$ cat config.mk
export PLATFORM = sky130hd
export DESIGN_NAME = nibble_add_seq
export DESIGN_NICKNAME = d
export VERILOG_FILES = /design/src/rtl/nibble_add_seq.sv
export SDC_FILE = /design/constraint.sdc
export NUM_CORES = 1
export LEC_CHECK = 0
export ABC_AREA = 1
export ABC_CLOCK_PERIOD_IN_PS = 1700
export CAP_MARGIN = 10
export CORE_ASPECT_RATIO = 1.75
export CORE_UTILIZATION = 44
export CTS_BUF_LIST = sky130_fd_sc_hd__clkbuf_16
export CTS_CLUSTER_DIAMETER = 30
export CTS_CLUSTER_SIZE = 28
export DETAILED_ROUTE_END_ITERATION = 16
export PLACE_DENSITY = 0.86
export RECOVER_POWER = 25
export SETUP_SLACK_MARGIN = 0.2
export SYNTH_ARGS = -nofsm -noshare
export SYNTH_HDL_FRONTEND = slang
export SYNTH_SLANG_ARGS = --single-unit
$ cat constraint.sdc
create_clock -name clk -period 1.7 [get_ports clk]
set_input_delay 0.255 -clock clk [delete_from_list [all_inputs] [get_ports clk]]
set_output_delay 0.255 -clock clk [all_outputs]
set_load 0.01 [all_outputs]
$ cat src/rtl/nibble_add_seq.sv
// Nibble-serial sequencer around an external registered 4-bit adder: slices a
// W-bit add/sub into nibbles LSB first and reassembles sum, carry and overflow.
module nibble_add_seq #(
  parameter  int NIBBLES = 4,
  localparam int W       = 4*NIBBLES,
  localparam int KW      = $clog2(NIBBLES)
) (
  input  logic         clk,
  input  logic         rst,
  input  logic         in_valid,
  output logic         in_ready,
  input  logic [W-1:0] in_a,
  input  logic [W-1:0] in_b,
  input  logic         in_cin,
  input  logic         in_sub,
  output logic [3:0]   add_a,
  output logic [3:0]   add_b,
  output logic         add_cin,
  input  logic [3:0]   add_sum,
  input  logic         add_cout,
  output logic         out_valid,
  input  logic         out_ready,
  output logic [W-1:0] out_sum,
  output logic         out_cout,
  output logic         out_ovf
);

  typedef enum logic [1:0] {S_IDLE, S_RUN, S_DRAIN, S_DONE} state_t;

  state_t        r_state, w_next;
  logic [KW-1:0] r_k;
  logic [W-1:0]  r_a, r_b, r_sum;
  logic          r_cin, r_cout, r_ovf;
  logic [3:0]    w_a_nib, w_b_nib;
  logic          w_last;

  assign w_last = (r_k == KW'(NIBBLES-1));

  always_ff @(posedge clk or posedge rst) begin
    if (rst) r_state <= S_IDLE;
    else     r_state <= w_next;
  end

  always_comb begin
    w_next = r_state;
    case (r_state)
      S_IDLE:  if (in_valid)  w_next = S_RUN;
      S_RUN:   if (w_last)    w_next = S_DRAIN;
      S_DRAIN:                w_next = S_DONE;
      S_DONE:  if (out_ready) w_next = S_IDLE;
      default:                w_next = S_IDLE;
    endcase
  end

  always_ff @(posedge clk or posedge rst) begin
    if (rst) begin
      r_k    <= '0;
      r_a    <= '0;
      r_b    <= '0;
      r_cin  <= 1'b0;
      r_sum  <= '0;
      r_cout <= 1'b0;
      r_ovf  <= 1'b0;
    end else begin
      case (r_state)
        S_IDLE: if (in_valid) begin
          r_a    <= in_a;
          r_b    <= in_sub ? ~in_b : in_b;
          r_cin  <= in_sub | in_cin;
          r_k    <= '0;
          r_sum  <= '0;
          r_cout <= 1'b0;
          r_ovf  <= 1'b0;
        end
        S_RUN: begin
          r_k <= r_k + 1'b1;
          // the adder output now belongs to the nibble issued last cycle
          for (int n = 1; n < NIBBLES; n++)
            if (r_k == KW'(n)) r_sum[4*(n-1) +: 4] <= add_sum;
        end
        S_DRAIN: begin
          r_k              <= '0;
          r_sum[W-1 -: 4]  <= add_sum;
          r_cout           <= add_cout;
          r_ovf            <= (r_a[W-1] == r_b[W-1]) && (add_sum[3] != r_a[W-1]);
        end
        default: ;
      endcase
    end
  end

  always_comb begin
    w_a_nib = '0;
    w_b_nib = '0;
    for (int n = 0; n < NIBBLES; n++)
      if (r_k == KW'(n)) begin
        w_a_nib = r_a[4*n +: 4];
        w_b_nib = r_b[4*n +: 4];
      end
  end

  always_comb begin
    add_a   = '0;
    add_b   = '0;
    add_cin = 1'b0;
    if (r_state == S_RUN) begin
      add_a   = w_a_nib;
      add_b   = w_b_nib;
      add_cin = (r_k == '0) ? r_cin : add_cout;
    end
  end

  assign in_ready  = (r_state == S_IDLE);
  assign out_valid = (r_state == S_DONE);
  assign out_sum   = r_sum;
  assign out_cout  = r_cout;
  assign out_ovf   = r_ovf;

endmodule
==> summary.txt <==
STA
  • Final Cycle Share: 123%
  • Worst rel slew slack: 49.0%
  • Slew Limit Fails: 0
  • Clock Skews: 5.24 ps
  • Peak Freq: 480 MHz
  • RSZ-0062 raised after global routing: yes
  • Slew @ Worst Pin: 765 ps
  • Final setup viols: 13
  • Final WS setup: -383 ps
  • Final hold viol count: 0
  • Min Tclk post-route: 2080 ps
  • Hold Slack: 482 ps

Layout
  • P&R area growth vs syn: 76.5%
  • FILL cells: 309
  • Layout cells sized above 1: 43.6%
  • Layout net count: 520
  • Diodes inserted: 0
  • Fin area: 5070 sq um

Critical path
  • CP Capture Type: primary output
  • Peak per-stage delay on the critical path: 480 ps
  • Crit Path Category: register to primary output
  • Crit path top cell by count: nand2_1
  • Worst Path Arrival: 1830 ps
  • CP Cell Sequence: ha_2 > inv_1 > nand2_4 > nor2_1 > nand2_1 > nand2_1 > buf_2
  • WP data required: 1440 ps
  • FF-to-FF End: out_sum[8]
  • Critical path startpoint category: register
  • Worst reg2reg setup slack: -10 ps
  • Worst setup startpoint: r_k[0]
  • Critical Path Slowest Stage Cell: dfrtp_1
  • Crit-path max FO: 9
  • Critical Path Sink: add_b[3]
  • Worst R2R Start: r_state[0]
  • R2R cell count: 10

Synthesis
  • Cell area after synthesis: 2870 sq um
  • Post-Syn Nets: 404
  • Post-synth EDFFs: 0
  • Ys flop type: dfrtp_1
  • Most frequent cell after synthesis: nand2_1
  • Synth unique cells: 21
  • FFs w/ async S/R, synth: 100%
  • Synth top cells by count: nand2_1 (145), dfrtp_1 (55), nor2_1 (19), nand3_1 (18)
  • Flops & latches, synth: 55
  • Mean Syn Cell Area: 8.18 sq um
  • Seq/Total Area, Yosys: 48.0%
  • Post-Syn Instances: 351
  • Yosys top cell area share: 48.0%
  • Yosys warning total: 0
  • Leading area contributor after synthesis: dfrtp_1
  • Top post-synthesis cells by area: dfrtp_1 (48%), nand2_1 (19%), xnor2_1 (4.9%)

Die
  • IO Count: 72
  • Initial Util: 46.1%
  • Row count: 38
  • Chip width: 63.1 um
  • Die area: 6860 sq um
  • CORE AREA: 6230 sq um
  • Die Ht: 109 um

GRT
  • First-pass GRT wire length: 15.1 mm
  • Tot GR Track Use: 29.8%
  • Vias in the first global route: 2,972
  • Initial antenna violation count: 0
  • GRT Residual Overflow: 0
  • Largest net degree at the start of global routing: 56

Placement
  • GP Congestion: 0.889
  • Placed Instance Area: 3800 sq um
  • Port Buf Inserts: 71
  • Post-DP HPWL: 5.34 mm

Drt
  • WL per Instance: 21.6 um
  • Final WL: 11.8 mm
  • Antenna Nets Post-Route: 0
  • DR vias/cell: 5.76
  • Drt drc: 0
  • Routed via count: 3,155
  • DRT iter0 DRCs: 283
  • DRT Pass-1 Iters: 5

Status
  • Status: finished, violations left
  • Failing checks: setup timing

Run
  • MaxCap Viol Count: 0

Power
  • Leakage power: 0.00249 uW
  • Pwr/cell area: 1830 nW/um^2
  • Worst IR Drop VDD: 0.00103 V

Clock network
  • H-tree depth: 2
  • Skew-Pair Late Insertion Delay: 300 ps
  • Clock Path Buffers: 2
  • Worst-path clk slew: 70 ps
  • Clk sink count: 55
  • CTS tree: yes
  • Root buffer cell: clkbuf_16
  • Hold_buf cts: 0
  • Cts bufs inserted: 5

Hold path
  • Worst Hold Path Cells: 2
  • Hold Path Class: register to register
## placed cells by master (no fill, tap or decap), drive strengths merged, types with 9 or more instances in the layout
master and instances:
a21oi 9, buf 58, clkdlybuf4s50 52, dfrtp 55, ha 10, inv 21, nand2 149, nand3 22
nand4 13, nor2 19, o21ai 22, xnor2 16
## sequential cells by signal, summed over array words and instances, names as in the netlist
name	count
out_sum	16
r_a	16
r_b	16
r_k	2
r_state	2
out_cout	1
out_ovf	1
r_cin	1
## critical path, delay by kind of cell, from the launching register on
kind	cells	cell delay (ps)
adder cells (fa/ha/maj)	1	260
flip-flops	1	480
buffers and inverters	2	250
AND/OR/NAND/NOR	4	530
## power by group
part	switching (uW)	total, uW	internal [uW]
combinational	3110	5780	2660
sequential	609	2470	1860
clock	495	1050	555
total	4220	9290	5080
## worst min path at each step
stage                     startpoint         end  slack [ps]
after detailed placement  out_sum[6]  out_sum[6]         460
after global placement    out_sum[0]  out_sum[0]         460
after CTS                        rst     r_b[12]         410
after floorplan                  rst    out_cout         330
final                     out_sum[9]  out_sum[9]         480
after global routing        in_a[10]     r_a[10]         510
## stage by stage
step                total power (uW)  utilization (%)  setup TNS, ps  setup slack [ps]  std cells
CTS                             7710             73.5           -992              -134        541
global route                    9650             81.3          -3050              -378        548
global placement                5280             61.0          -1670              -194        514
floorplan                       4090                -              0               228        351
detailed placement              5420             61.0          -1920              -235        514
finish                          9290             81.3          -2700              -383        548
## final cells by class
cell class	count	area (sq um)	share of cell area, %
repair inverters	3	41.3	0.815
repair buffers	121	1350	26.6
clock inverters	3	23.8	0.469
clock buffers	5	125	2.47
inverters	21	110	2.17
flip-flops and latches	55	1380	27.2
well taps	80	100	1.98
multi-input cells	260	1940	38.3
## logic make-up after synthesis
| logic type | share of synthesized area [%] |
|---|---|
| fa+ha+maj | 4.36 |
| compound gates | 5.41 |
| flops | 48.0 |
| buf+inv | 6.97 |
| simple gates | 30.4 |
| xor+xnor | 4.88 |
## per-layer routing
| layer | track usage [%] | up-vias | routed length [um] |
|---|---|---|---|
| li1 | - | 1353 | - |
| met3 | 3.45 | 80 | 716 |
| met5 | 0 | - | 0 |
| met2 | 54.5 | 200 | 6160 |
| met1 | 31.0 | 1522 | 3940 |
| met4 | 21.6 | 0 | 1010 |
## repair_timing
item | 4_1_cts | 5_1_grt
resized for setup | 157 | 112
endpoints found under the hold margin | 0 | 0
buffers inserted | 12 | 3
gates cloned | 7 | 4
endpoints found under the setup margin | 66 | 69
pin swaps | 31 | 34
Note: power is estimated with default switching activity, not from simulation.
